===== config.mk =====
export PLATFORM = sky130hd
export DESIGN_NAME = hazard_ctrl
export DESIGN_NICKNAME = d
export VERILOG_FILES = /design/src/rtl/hazard_ctrl.sv
export SDC_FILE = /design/constraint.sdc
export NUM_CORES = 1
export LEC_CHECK = 0
export BUFFER_PORTS_ARGS = -buffer_cell sky130_fd_sc_hd__buf_2
export CORE_MARGIN = 2
export CORE_UTILIZATION = 45
export DETAILED_ROUTE_END_ITERATION = 16
export PLACE_DENSITY_LB_ADDON = 0.1
export SYNTH_ARGS = -nofsm -noshare
export SYNTH_HDL_FRONTEND = slang
export SYNTH_SLANG_ARGS = --single-unit

===== constraint.sdc =====
create_clock -name clk -period 4.1 [get_ports clk]
set_input_delay 0.82 -clock clk [delete_from_list [all_inputs] [get_ports clk]]
set_output_delay 0.82 -clock clk [all_outputs]
set_load 0.1 [all_outputs]

===== src/rtl/hazard_ctrl.sv =====
// Scoreboard-based pipeline hazard control: RAW/WAW/in-flight-limit stalls,
// serialize drain FSM and branch-redirect squash. Optional stall counter under CORE_HAZARD_STAT_EN.
module hazard_ctrl #(
  parameter int unsigned MAX_INFLIGHT = 4
) (
  input  logic        clk,
  input  logic        rst,
  input  logic        id_valid,
  input  logic        id_rs1_used,
  input  logic        id_rs2_used,
  input  logic [4:0]  id_rs1_addr,
  input  logic [4:0]  id_rs2_addr,
  input  logic        id_reg_wen,
  input  logic [4:0]  id_reg_waddr,
  input  logic        id_serialize,
  input  logic        ex_redirect,
  input  logic        wb_wen,
  input  logic [4:0]  wb_waddr,
  output logic        stall_if,
  output logic        stall_id,
  output logic        id_bubble,
  output logic        id_flush,
  output logic [31:0] sb_pending,
  output logic [2:0]  sb_count,
`ifdef CORE_HAZARD_STAT_EN
  output logic [31:0] stall_cnt,
`endif
  output logic        sb_err
);

  localparam int unsigned CNT_W  = 3;
  localparam int unsigned NREG   = 32;
  localparam int unsigned STAT_W = 32;

  typedef enum logic {
    S_IDLE  = 1'b0,
    S_DRAIN = 1'b1
  } state_e;

  state_e            state_q, state_d;
  logic [NREG-1:0]   pend_q, pend_d;
  logic [CNT_W-1:0]  cnt_q, cnt_d;
  logic              err_q, err_d;

  logic rs1_raw, rs2_raw, waw, full, hazard, drain_stall, issue;
  logic set_en, clr_en, bad_wb;

  // Hazards are evaluated on the registered pending bits only (no WB bypass)
  assign rs1_raw = id_rs1_used & (id_rs1_addr != 5'd0) & pend_q[id_rs1_addr];
  assign rs2_raw = id_rs2_used & (id_rs2_addr != 5'd0) & pend_q[id_rs2_addr];
  assign waw     = id_reg_wen & (id_reg_waddr != 5'd0) & pend_q[id_reg_waddr];
  assign full    = id_reg_wen & (id_reg_waddr != 5'd0) & (cnt_q == CNT_W'(MAX_INFLIGHT));
  assign hazard  = id_valid & (rs1_raw | rs2_raw | waw | full);

  assign drain_stall = (state_q == S_DRAIN) & (cnt_q != '0);

  assign stall_id  = (hazard | drain_stall) & ~ex_redirect;
  assign stall_if  = stall_id;
  assign id_bubble = ex_redirect | stall_id;
  assign id_flush  = ex_redirect;
  assign issue     = id_valid & ~stall_id & ~ex_redirect;

  assign set_en = issue & id_reg_wen & (id_reg_waddr != 5'd0);
  assign clr_en = wb_wen & (wb_waddr != 5'd0) & pend_q[wb_waddr];
  assign bad_wb = wb_wen & (wb_waddr != 5'd0) & ~pend_q[wb_waddr];

  // Serialize FSM next state
  always_comb begin
    state_d = state_q;
    case (state_q)
      S_IDLE: begin
        if (id_valid & id_serialize & (cnt_q != '0) & ~ex_redirect) begin
          state_d = S_DRAIN;
        end
      end
      S_DRAIN: begin
        if (issue | ex_redirect) begin
          state_d = S_IDLE;
        end
      end
      default: state_d = S_IDLE;
    endcase
  end

  // Scoreboard next state; set and clear never target the same register
  always_comb begin
    pend_d = pend_q;
    cnt_d  = cnt_q;
    err_d  = err_q | bad_wb;
    if (set_en) begin
      pend_d[id_reg_waddr] = 1'b1;
    end
    if (clr_en) begin
      pend_d[wb_waddr] = 1'b0;
    end
    pend_d[0] = 1'b0;
    case ({set_en, clr_en})
      2'b10: if (cnt_q != '1) cnt_d = cnt_q + CNT_W'(1);
      2'b01: if (cnt_q != '0) cnt_d = cnt_q - CNT_W'(1);
      default: cnt_d = cnt_q;
    endcase
  end

  always_ff @(posedge clk or negedge rst) begin
    if (!rst) begin
      state_q <= S_IDLE;
      pend_q  <= '0;
      cnt_q   <= '0;
      err_q   <= 1'b0;
    end else begin
      state_q <= state_d;
      pend_q  <= pend_d;
      cnt_q   <= cnt_d;
      err_q   <= err_d;
    end
  end

  assign sb_pending = pend_q;
  assign sb_count   = cnt_q;
  assign sb_err     = err_q;

`ifdef CORE_HAZARD_STAT_EN
  logic [STAT_W-1:0] stall_cnt_q, stall_cnt_d;

  // Saturating count of ID stall cycles
  always_comb begin
    stall_cnt_d = stall_cnt_q;
    if (stall_id && (stall_cnt_q != '1)) begin
      stall_cnt_d = stall_cnt_q + STAT_W'(1);
    end
  end

  always_ff @(posedge clk or negedge rst) begin
    if (!rst) begin
      stall_cnt_q <= '0;
    end else begin
      stall_cnt_q <= stall_cnt_d;
    end
  end

  assign stall_cnt = stall_cnt_q;
`endif

endmodule


**After elaboration in Yosys (flattened, before gate mapping)**

Index checks and enable logic that the tools add are counted.

- Bits of input ports: 29
- Flip-flop bits (word level): 36
- Word-level logic and storage cells: 81

- Magnitude comparators: 6
- Mux-type cells: 20
- Reductions and logical operators: 9
- $add $sub $neg: 2
- Bitwise logic cells: 34
- Equal/unequal tests: 6

Operators by type and width:

| kind | count |
|---|---|
| $mux 32 | 2 |
| $and 32x32->32 | 1 |
| $not 32->32 | 1 |
| $or 32x32->32 | 1 |
| $lt 5x6->1 const B | 4 |
| $and 1x1->1 | 20 |
| $bmux 1 s5 | 4 |
| $reduce_bool 5->1 | 4 |
| $demux 1 s5 | 2 |
| $ge 5x1->1 const B | 2 |
| $mux 1 | 8 |
| $or 1x1->1 | 7 |
| $mux 3 | 2 |
| $pmux 3 s2 | 1 |
| $ne 2x2->1 const B | 2 |
| $not 1->1 | 4 |
| $add 3x1->3 const B | 1 |
| $eq 3x3->1 const B | 1 |
| $ne 3x3->1 const B | 1 |
| $reduce_and 3->1 | 1 |
| $reduce_bool 3->1 | 1 |
| $sub 3x1->3 const B | 1 |
| $eq 2x1->1 const B | 1 |
| $eq 2x2->1 const B | 1 |
| 3 further kinds | 4 |

**Logic depth before layout (Yosys ltp)**

Gate-level depths: netlist (run 1).

- Depth in word-level cells: 17
- Mapped depth: 16
- Depth with buffers taken out: 13

**Worst setup path before layout (run 1)**

OpenSTA, ideal clock, no wires.

- Path kind: input -> output
- Start point: in id_rs1_addr[1]
- End point: out stall_if
- Data required time: 3.280 ns
- Path slack: -0.844 ns
- Data arrival time: 4.124 ns
- Stages on the path: 8
- Buffers on the path: 2
- Path through: clkbuf_1 -> inv_1 -> o311a_1 -> a31o_2 -> a311oi_1 -> nor3_1 -> nor2_1 -> buf_4

- Word-level cells in the longest chain between the ends: 9
- Elaborated cells between the ends (all ways): 11

RTL lines:

| element | line | source |
|---|---|---|
| start: declaration | 11 | `input logic [4:0] id_rs1_addr,` |
| $bmux 1 s5 / $reduce_bool 5->1 (equally long branches) | 49 | `assign rs1_raw = id_rs1_used & (id_rs1_addr != 5'd0) & pend_q[id_rs1_addr];` |
| $mux 1 (not written as such) / $and 1x1->1 (equally long branches) | 49 |  |
| $and 1x1->1 * | 49 |  |
| $or 1x1->1 * (3 in a row) | 53 | `assign hazard = id_valid & (rs1_raw \| rs2_raw \| waw \| full);` |
| $and 1x1->1 * | 53 |  |
| $or 1x1->1 * | 57 | `assign stall_id = (hazard \| drain_stall) & ~ex_redirect;` |
| $and 1x1->1 * | 57 |  |
| end: declaration | 19 | `output logic stall_if,` |

Every way passes the cells marked *; elsewhere a longest branch is shown, timed or not. The select of a mux whose other input is x is not followed.

**Worst setup path in the final report (run 1)**

- Start point: in id_rs1_addr[0]
- End point: reg cnt_q[2] (netlist: sb_count[2])

- Word-level cells in the longest chain between the ends: 17
- Elaborated cells between the ends (all ways): 23

RTL lines:

| element | line | source |
|---|---|---|
| $bmux 1 s5 / $reduce_bool 5->1 (equally long branches) | 49 |  |
| $mux 1 (not written as such) / $and 1x1->1 (equally long branches) | 49 |  |
| $and 1x1->1 * | 49 |  |
| $or 1x1->1 * (3 in a row) | 53 |  |
| $and 1x1->1 * | 53 |  |
| $or 1x1->1 * | 57 |  |
| $and 1x1->1 * | 57 |  |
| $not 1->1 * | 61 | `assign issue = id_valid & ~stall_id & ~ex_redirect;` |
| $and 1x1->1 * (2 in a row) | 61 |  |
| $and 1x1->1 * (2 in a row) | 63 | `assign set_en = issue & id_reg_wen & (id_reg_waddr != 5'd0);` |
| $eq 2x2->1 / $eq 2x1->1 (equally long branches) | 97 | `case ({set_en, clr_en})` |
| $ne 2x2->1 (no line) / $reduce_bool 2->1 (equally long branches) | -- |  |
| $reduce_and 3->1 (no line) | -- |  |
| end signal: assignment | 113 | `cnt_q <= cnt_d;` |
| end: declaration | 42 | `logic [CNT_W-1:0] cnt_q, cnt_d;` |

Marks and branches as above.
A chain may end at the register's enable or synchronous reset.

==> qor.yml, run 1 <==
dieArea_um2: 7720
synth.ff_latch_count: 36
via_per_inst: 6.41
clk_latency_ns: 0.29
netlist_top_cells_area: "dfrtp_1 (28%), mux4_2 (18%), o22a_1 (3.6%), o21a_1 (3.6%), mux2i_1 (3.5%)"
crit_required_ns: 4.27
cellLeakagePower_nw: 1.62
initial_utilization: 0.466
finClkSkew_ns: 0.00222
wire_per_inst_um: 22.0
clockRootBuffer: "clkbuf_8"
synth_cell_types: 64
synth_top_area_frac: 0.285
end_kind: "flop"
cts.sinks: 36
netSwitchingFraction: 0.504
ios: 69
first_iter_violations: 287
comb_power_share: 0.487
grt_max_degree: 37
final_util: 0.560
rsz0062_at_grt: "false"
hold_viol: 0
wl_um: 10700
p_clk_frac: 0.173
final.period_utilization: 0.927
pwr-share-seq: 0.340
fp.dieH_um: 87.8
synth_edf_count: 0
die_w_um: 87.8
antenna_found_initial: 0
synth.most_common_cell: "dfrtp_1"
worstSetupPathType: "in -> reg"
ys.flop_type: "dfrtp_1"
drc_errors: 0
slew_headroom: 0.423
hold_path.class: "reg -> reg"
track_usage: 0.287
power.density_nw_per_um2: 369
portBuffers: 67
postSynthAreaPerCell_um2: 9.88
final.setup.tns_ns: 0
vias: 3121
drv_cap: 0
synthTopCellsByCount: "dfrtp_1 (36), nand2_1 (28), mux4_2 (25)"
yosysWarnings: 0
synthCells: 320
firstDrtPassIters: 5
max-vdd-ir-drop_mv: 0.174
cts_tree: "yes"
postRouteAntennaNets: 0
yosysTopAreaCell: "dfrtp_1"
crit_fanout: 5
gr-total-overflow: 0
cts-resized-gates: 0
drive_gt1_frac: 0.361
startpoint_type: "input pin"
htreeDepth: 2
fin_nets: 424
synth_area_um2: 3160
p_int_mw: 0.697
place_congestion: 0.902
outcome: "complete, no violations"
holdWs_ns: 0.455
max_freq_ghz: 0.263
final.min_clock_period_ns: 3.80
area_growth_pct: 20.3
cts_buffers: 5
switchingPower_mw: 0.708
hpwl_um: 7820
drv_slew: 0
grt_first_pass_wirelength_um: 16500
rows: 30
clkTransAtPathRegs_ns: 0.07
tightest_slew_ns: 0.866
cts_hold_buf: 0
core_um2: 6790
yosysSeqAreaShare: 0.285
ys_async_sr_fraction: 1.00
post-cts-setup-buffers: 0
grt_pass1_vias: 3017
synth_nets: 353
clock_path_buffers: 2
cp.arrival_ns: 3.97
n_antenna_cell: 0
setup_violations: 0
[worst max-delay path: stages]
cell and delay (ns):
buf_2 0.15, mux4_2 0.50, mux2_2 0.27, a221oi_1 0.25
a311oi_1 0.13, or3_1 0.43, or3_1 0.36, ha_2 0.22
xor2_1 0.14, ha_1 0.18, a21oi_1 0.16, xnor2_1 0.14
nand2_1 0.09, xnor2_1 0.12
[registers in the layout, indices dropped and copies added, names as in the netlist]
signal,count
state_q,1
sb_pending,31
sb_count,3
sb_err,1
[per-stage QoR]
step	power (mW)	instance area, um2	setup WS [ns]	cells
after floorplan	0.988	3180	0.0127	320
after global placement	1.16	3730	0.0981	480
after detailed placement	1.17	3730	0.0241	480
after CTS	1.41	3800	0.324	487
after global routing	1.47	3800	0.0824	487
final	1.40	3800	0.301	487
[per-layer routing]
metal,track usage,part of all wire,vias up
li1,-,-,1400
met1,0.396,0.41,1544
met2,0.467,0.48,152
met3,0.0349,0.077,25
met4,0.109,0.029,0
met5,0,0,-
[worst paths after layout]
kind,slack [ns],cells after the start,start,to
setup / recovery,0.30,14,id_rs1_addr[0],sb_count[2]
hold / removal,0.46,1,sb_err,sb_err
setup reg to reg,0.51,13,sb_pending[14],sb_count[2]
hold reg to reg,0.46,1,sb_err,sb_err
max in group asynchronous,2.91,1,rst,sb_pending[19]
min in group asynchronous,0.64,1,rst,sb_pending[14]
[placed cells by master (no fill, tap or decap), types with 3 or more instances in the layout]
cell type	n
buf_2	64
dfrtp_1	36
nand2_1	28
mux4_2	25
buf_4	23
nand3_1	21
o21a_1	15
o22a_1	13
nor2_1	11
mux2i_1	11
nor2b_1	9
o21ai_1	9
o21ai_0	9
mux2_2	7
a21oi_1	5
nand2b_1	5
inv_1	5
nor3_1	5
nand4_1	5
clkbuf_8	5
and2_1	4
or3_1	4
o31ai_1	3
nand4b_1	3
or2_2	3
ha_1	3
buf_12	3
[power by group through the flow]
stage | Combinational [mW] | Clock [mW] | Sequential [mW]
6_report | 0.685 | 0.243 | 0.478
5_1_grt | 0.719 | 0.265 | 0.486
4_1_cts | 0.685 | 0.250 | 0.476
3_5_place_dp | 0.684 | 0 | 0.483
3_3_place_gp | 0.680 | 0 | 0.480
2_1_floorplan | 0.264 | 0 | 0.724
[cell families (layout without fill, tap and decap cells)]
kind of cell,count (synthesis),after routing,share of synthesized area
XOR/XNOR,4,4,0.0111
AND/OR/NAND/NOR,116,116,0.203
other,1,1,0.00119
adder cells (fa/ha/maj),4,4,0.0158
multiplexers,43,43,0.238
buffers and inverters,31,102,0.0463
flip-flops,36,36,0.285
AO/OA/AOI/OAI,85,85,0.201
[final cells by class]
type	count	area [um2]
tap	96	120
fill	639	2990
sequential	36	901
clock inverter	1	5.00
clock buffer	6	72.6
inverter	5	18.8
multi-input combinational	253	2130
timing repair buffer	90	553
No activity file was read; power rests on OpenSTA's default activity.
==> run 2, diff against run 1 <==
--- a/config.mk
+++ b/config.mk
@@ -8,6 +8,7 @@
 export BUFFER_PORTS_ARGS = -buffer_cell sky130_fd_sc_hd__buf_2
 export CORE_MARGIN = 2
 export CORE_UTILIZATION = 45
+export CTS_BUF_LIST = sky130_fd_sc_hd__clkbuf_2 sky130_fd_sc_hd__clkbuf_4 sky130_fd_sc_hd__clkbuf_8
 export DETAILED_ROUTE_END_ITERATION = 16
 export PLACE_DENSITY_LB_ADDON = 0.1
 export SYNTH_ARGS = -nofsm -noshare
==> qor.yml, run 2 (synthesis results as in run 1) <==
max-vdd-ir-drop_mv: 0.174  # about the same
final.period_utilization: 0.923  # was 0.927
clk_latency_ns: 0.29  # about the same
cts-resized-gates: 0  # unchanged
clkTransAtPathRegs_ns: 0.07  # about the same
via_per_inst: 6.39  # was 6.41
fp.dieH_um: 87.8  # unchanged
track_usage: 0.287  # unchanged
startpoint_type: "input pin"  # unchanged
fin_area_um2: 3810  # was 3800 um2
final.min_clock_period_ns: 3.79  # was 3.80 ns
grt_max_degree: 37  # unchanged
postRouteAntennaNets: 0  # unchanged
cellLeakagePower_nw: 1.62  # about the same
final.setup.tns_ns: 0  # unchanged
netSwitchingFraction: 0.502  # was 0.504
htreeDepth: 2  # unchanged
cp.arrival_ns: 3.96  # was 3.97 ns
cp_slowest_cell: "mux4_2"  # unchanged
tightest_slew_ns: 0.865  # was 0.866 ns
grt_first_pass_wirelength_um: 16500  # unchanged
die_w_um: 87.8  # unchanged
fin_nets: 424  # unchanged
antenna_found_initial: 0  # unchanged
outcome: "complete, no violations"  # unchanged
fillers: 639  # unchanged
drv_slew: 0  # unchanged
pre_cts_slack_ns: 0.0241  # unchanged
finClkSkew_ns: 0.00217  # was 0.00222 ns
wire_per_inst_um: 21.9  # was 22.0 um
pwr-share-seq: 0.338  # was 0.340
first_iter_violations: 309  # was 287
portBuffers: 67  # unchanged
cp_cell_sequence: "buf_2, mux4_2, mux2_2, a221oi_1, a311oi_1, or3_1, or3_1, ha_2, xor2_1, ha_1, a21oi_1, xnor2_1, nand2_1, xnor2_1"  # unchanged
cts.sinks: 36  # unchanged
p_clk_frac: 0.177  # was 0.173
core_um2: 6790  # unchanged
drv_cap: 0  # unchanged
dieArea_um2: 7720  # unchanged
clock_path_buffers: 2  # unchanged
cts_buffers: 5  # unchanged
firstDrtPassIters: 4  # was 5
place_congestion: 0.902  # unchanged
max_stage_delay_ns: 0.50  # about the same
final_common_cell: "buf_2"  # unchanged
finalPower_mw: 1.41  # was 1.40 mW
initial_utilization: 0.466  # unchanged
cts_tree: "yes"  # unchanged
end_kind: "flop"  # unchanged
drive_gt1_frac: 0.363  # was 0.361
hold_viol: 0  # unchanged
hold_path.class: "reg -> reg"  # unchanged
comb_power_share: 0.485  # was 0.487
hpwl_um: 7820  # unchanged
p_int_mw: 0.704  # was 0.697 mW
drc_errors: 0  # unchanged
clockRootBuffer: "clkbuf_8"  # unchanged
crit_required_ns: 4.27  # about the same
post_dp_cell_area_um2: 3730  # unchanged
gr-total-overflow: 0  # unchanged
slew_headroom: 0.423  # about the same
wl_um: 10700  # about the same
post-cts-setup-buffers: 0  # unchanged
area_growth_pct: 20.4  # was 20.3%
worstSetupPathType: "in -> reg"  # unchanged
power.density_nw_per_um2: 371  # was 369 nW/um2
fin_ws_ns: 0.314  # was 0.301 ns
ios: 69  # unchanged
max_freq_ghz: 0.264  # was 0.263 GHz
cts_hold_buf: 0  # unchanged
mostFrequentLayoutCells: "buf_2 (64), dfrtp_1 (36), nand2_1 (28)"  # unchanged
n_antenna_cell: 0  # unchanged
grt_pass1_vias: 3017  # unchanged
rsz0062_at_grt: "false"  # unchanged
rows: 30  # unchanged
largest_reg_flops: 31  # unchanged
setup_violations: 0  # unchanged
vias: 3110  # was 3121
switchingPower_mw: 0.709  # was 0.708 mW
crit_fanout: 5  # unchanged
run 2: metrics by stage:
step / instances / utilization / hold WS (ns)
after floorplan: 320 / - / 0.459
after global placement: 480 / 0.548 / 0.437
after detailed placement: 480 / 0.548 / 0.440
after CTS: 487 / 0.560 / 0.457
after global routing: 487 / 0.560 / 0.469
final: 487 / 0.560 / 0.455
run 2: layer usage:
layer,up-vias,share of wire,GRT usage
met5,-,0,0
met4,0,0.029,0.109
met3,24,0.070,0.0349
met2,159,0.49,0.467
met1,1529,0.41,0.396
li1,1398,-,-
run 2: critical path: cells and delay by family:
family	cells	cell delay [ns]
buffers and inverters	1	0.15
adder cells (fa/ha/maj)	2	0.40
AO/OA/AOI/OAI	3	0.53
AND/OR/NAND/NOR	3	0.88
multiplexers	2	0.77
XOR/XNOR	3	0.40
run 2: power groups by stage:
stage / combinational [mW] / clock (mW) / sequential (mW)
finish: 0.685 / 0.250 / 0.478
global route: 0.719 / 0.272 / 0.486
CTS: 0.685 / 0.257 / 0.476
detailed placement: 0.684 / 0 / 0.483
global placement: 0.680 / 0 / 0.480
floorplan: 0.264 / 0 / 0.724
run 2: path summary, 6_finish.rpt:
kind,slack [ns],from,depth (start not counted),end
setup / recovery,0.31,id_rs1_addr[0],14,sb_count[2]
setup reg to reg,0.52,sb_pending[15],13,sb_count[2]
max in group asynchronous,2.92,rst,1,sb_count[2]
min in group asynchronous,0.64,rst,1,sb_pending[14]
hold / removal,0.46,sb_err,1,sb_err
hold reg to reg,0.46,sb_err,1,sb_err
run 2: area by class of cell:
type | instances | area, um2 | area share
clock buffer | 6 | 76.3 | 0.0200
sequential | 36 | 901 | 0.237
tap | 96 | 120 | 0.0315
inverter | 5 | 18.8 | 0.00493
multi-input combinational | 253 | 2130 | 0.560
timing repair buffer | 90 | 553 | 0.145
clock inverter | 1 | 5.00 | 0.00131
==> run 3, diff against run 2 <==
--- a/config.mk
+++ b/config.mk
@@ -6,11 +6,11 @@
 export NUM_CORES = 1
 export LEC_CHECK = 0
 export BUFFER_PORTS_ARGS = -buffer_cell sky130_fd_sc_hd__buf_2
-export CORE_MARGIN = 2
+export CORE_MARGIN = 8
 export CORE_UTILIZATION = 45
 export CTS_BUF_LIST = sky130_fd_sc_hd__clkbuf_2 sky130_fd_sc_hd__clkbuf_4 sky130_fd_sc_hd__clkbuf_8
 export DETAILED_ROUTE_END_ITERATION = 16
-export PLACE_DENSITY_LB_ADDON = 0.1
+export PLACE_DENSITY = 0.66
 export SYNTH_ARGS = -nofsm -noshare
 export SYNTH_HDL_FRONTEND = slang
 export SYNTH_SLANG_ARGS = --single-unit
==> qor.yml, run 3 (synthesis results as in run 1) <==
n_antenna_cell: 0  # unchanged
rows: 30  # unchanged
tightest_slew_ns: 0.816  # was 0.865 ns
hold_viol: 0  # unchanged
area_growth_pct: 19.9  # was 20.4%
pre_cts_slack_ns: -0.00451  # was 0.0241 ns
min_from: "sb_err"  # unchanged
met3_length_um: 1170  # was 744 um
path_depth: 11  # was 14
vias: 3179  # was 3110
fin_ws_ns: 0.213  # was 0.314 ns
crit_required_ns: 3.28  # was 4.27 ns
reg2reg_depth: 13  # unchanged
grt_first_pass_wirelength_um: 17200  # was 16500 um
htreeDepth: 2  # unchanged
gr-total-overflow: 0  # unchanged
wl_um: 10800  # was 10700 um
track_usage: 0.219  # was 0.287
max-vdd-ir-drop_mv: 0.201  # was 0.174 mV
cts_tree: "yes"  # unchanged
ios: 69  # unchanged
clockRootBuffer: "clkbuf_8"  # unchanged
cellLeakagePower_nw: 1.62  # about the same
rr_startpoint: "sb_pending[15]"  # unchanged
portBuffers: 67  # unchanged
final.min_clock_period_ns: 3.89  # was 3.79 ns
cts-resized-gates: 0  # unchanged
cp_cell_sequence: "buf_2, buf_4, mux2i_1, o311a_1, a31o_2, a311oi_1, buf_4, nor3_1, buf_4, nand2b_1, buf_2"  # was buf_2, mux4_2, mux2_2, a221oi_1, a311oi_1, or3_1, or3_1, ha_2, xor2_1, ha_1, a21oi_1, xnor2_1, nand2_1, xnor2_1
end_kind: "primary output"  # was flop
core_um2: 6790  # unchanged
cts.sinks: 36  # unchanged
cts_hold_buf: 0  # unchanged
wl_met2_um: 5010  # was 5210 um
max_stage_delay_ns: 0.42  # was 0.50 ns
reg2reg_slack_ns: 0.52  # about the same
cp_slowest_cell: "buf_2"  # was mux4_2
drt-met1-wl_um: 4380  # was 4430 um
max_freq_ghz: 0.257  # was 0.264 GHz
cp_common_cell: "buf_4"
initial_utilization: 0.466  # unchanged
hold-path-cell-count: 1  # unchanged
final.period_utilization: 0.948  # was 0.923
hpwl_um: 8200  # was 7820 um
crit_fanout: 7  # was 5
clock_path_buffers: 2  # unchanged
setup_violations: 0  # unchanged
cp-startpoint: "id_rs1_addr[0]"  # unchanged
postRouteAntennaNets: 0  # unchanged
post-cts-setup-buffers: 0  # unchanged
worstSetupPathType: "in -> out"  # was in -> reg
drive_gt1_frac: 0.363  # unchanged
drv_cap: 0  # unchanged
place_inst: 480  # unchanged
place_congestion: 0.915  # was 0.902
fin_cells: 487  # unchanged
largest_reg_flops: 31  # unchanged
slew_headroom: 0.456  # was 0.423
dr.max_layer_used: "met4"  # unchanged
cts_buffers: 5  # unchanged
firstDrtPassIters: 5  # was 4
startpoint_type: "input pin"  # unchanged
clk_latency_ns: 0.28  # was 0.29 ns
final_util: 0.558  # was 0.560
cp_top_family: "buffers and inverters"  # was simple AND/OR/NAND/NOR gates
rsz0062_at_grt: "false"  # unchanged
finalPower_mw: 1.40  # was 1.41 mW
outcome: "complete, no violations"  # unchanged
wire_per_inst_um: 22.3  # was 21.9 um
cp.arrival_ns: 3.07  # was 3.96 ns
antenna_found_initial: 0  # unchanged
first_iter_violations: 425  # was 309
drv_slew: 0  # unchanged
finClkSkew_ns: 0.00549  # was 0.00217 ns
fp.dieH_um: 99.8  # was 87.8 um
fin_nets: 424  # unchanged
grt_max_degree: 37  # unchanged
via_per_inst: 6.53  # was 6.39
dieArea_um2: 9970  # was 7720 um2
power.density_nw_per_um2: 370  # was 371 nW/um2
mostFrequentLayoutCells: "buf_2 (65), dfrtp_1 (36), nand2_1 (28)"  # was buf_2 (64), dfrtp_1 (36), nand2_1 (28)
grt_pass1_vias: 3188  # was 3017
final_common_cell: "buf_2"  # unchanged
hold_path.class: "reg -> reg"  # unchanged
drc_errors: 0  # unchanged
worst-path-buf-inv: 5  # was 1
die_w_um: 99.8  # was 87.8 um
clkTransAtPathRegs_ns: 0.06  # was 0.07 ns
-- run 3: area by class of cell --
| cell class | count | area [um2] |
|---|---|---|
| repair buffers | 90 | 538 |
| inverters | 5 | 18.8 |
| well taps | 96 | 120 |
| clock buffers | 6 | 76.3 |
| multi-input cells | 253 | 2130 |
| fillers | 611 | 3000 |
| clock inverters | 1 | 5.00 |
| flip-flops and latches | 36 | 901 |
-- run 3: stage by stage --
stage               setup TNS, ns  instance area, um2  hold WS, ns
floorplan                       0                3180        0.459
global route                    0                3790        0.493
finish                          0                3790        0.461
CTS                             0                3790        0.468
global placement                0                3710        0.442
detailed placement       -0.00451                3710        0.452
-- run 3: where the power goes --
group | leakage [nW] | internal, mW | switching [mW]
registers | 0.482 | 0.394 | 0.0822
clock network | 0.0445 | 0.122 | 0.119
logic | 1.09 | 0.185 | 0.501
-- run 3: worst reg2reg max path: cells and delay by family (launching register included) --
family	cells	cell delay, ns
AO/OA/AOI/OAI	3	0.51
XOR/XNOR	3	0.39
adder cells (fa/ha/maj)	2	0.41
flip-flops	1	0.49
multiplexers	2	0.80
AND/OR/NAND/NOR	3	0.85
-- run 3: worst paths after layout --
kind | endpoint
hold / removal | sb_err
min in group asynchronous | sb_pending[6]
max in group asynchronous | sb_err
hold reg to reg | sb_err
setup / recovery | id_bubble
setup reg to reg | sb_count[2]
-- run 3: metal layers --
metal,up-vias,GRT usage
met5,-,0
met4,0,0.0861
met3,32,0.0581
met2,215,0.339
met1,1541,0.284
li1,1391,-
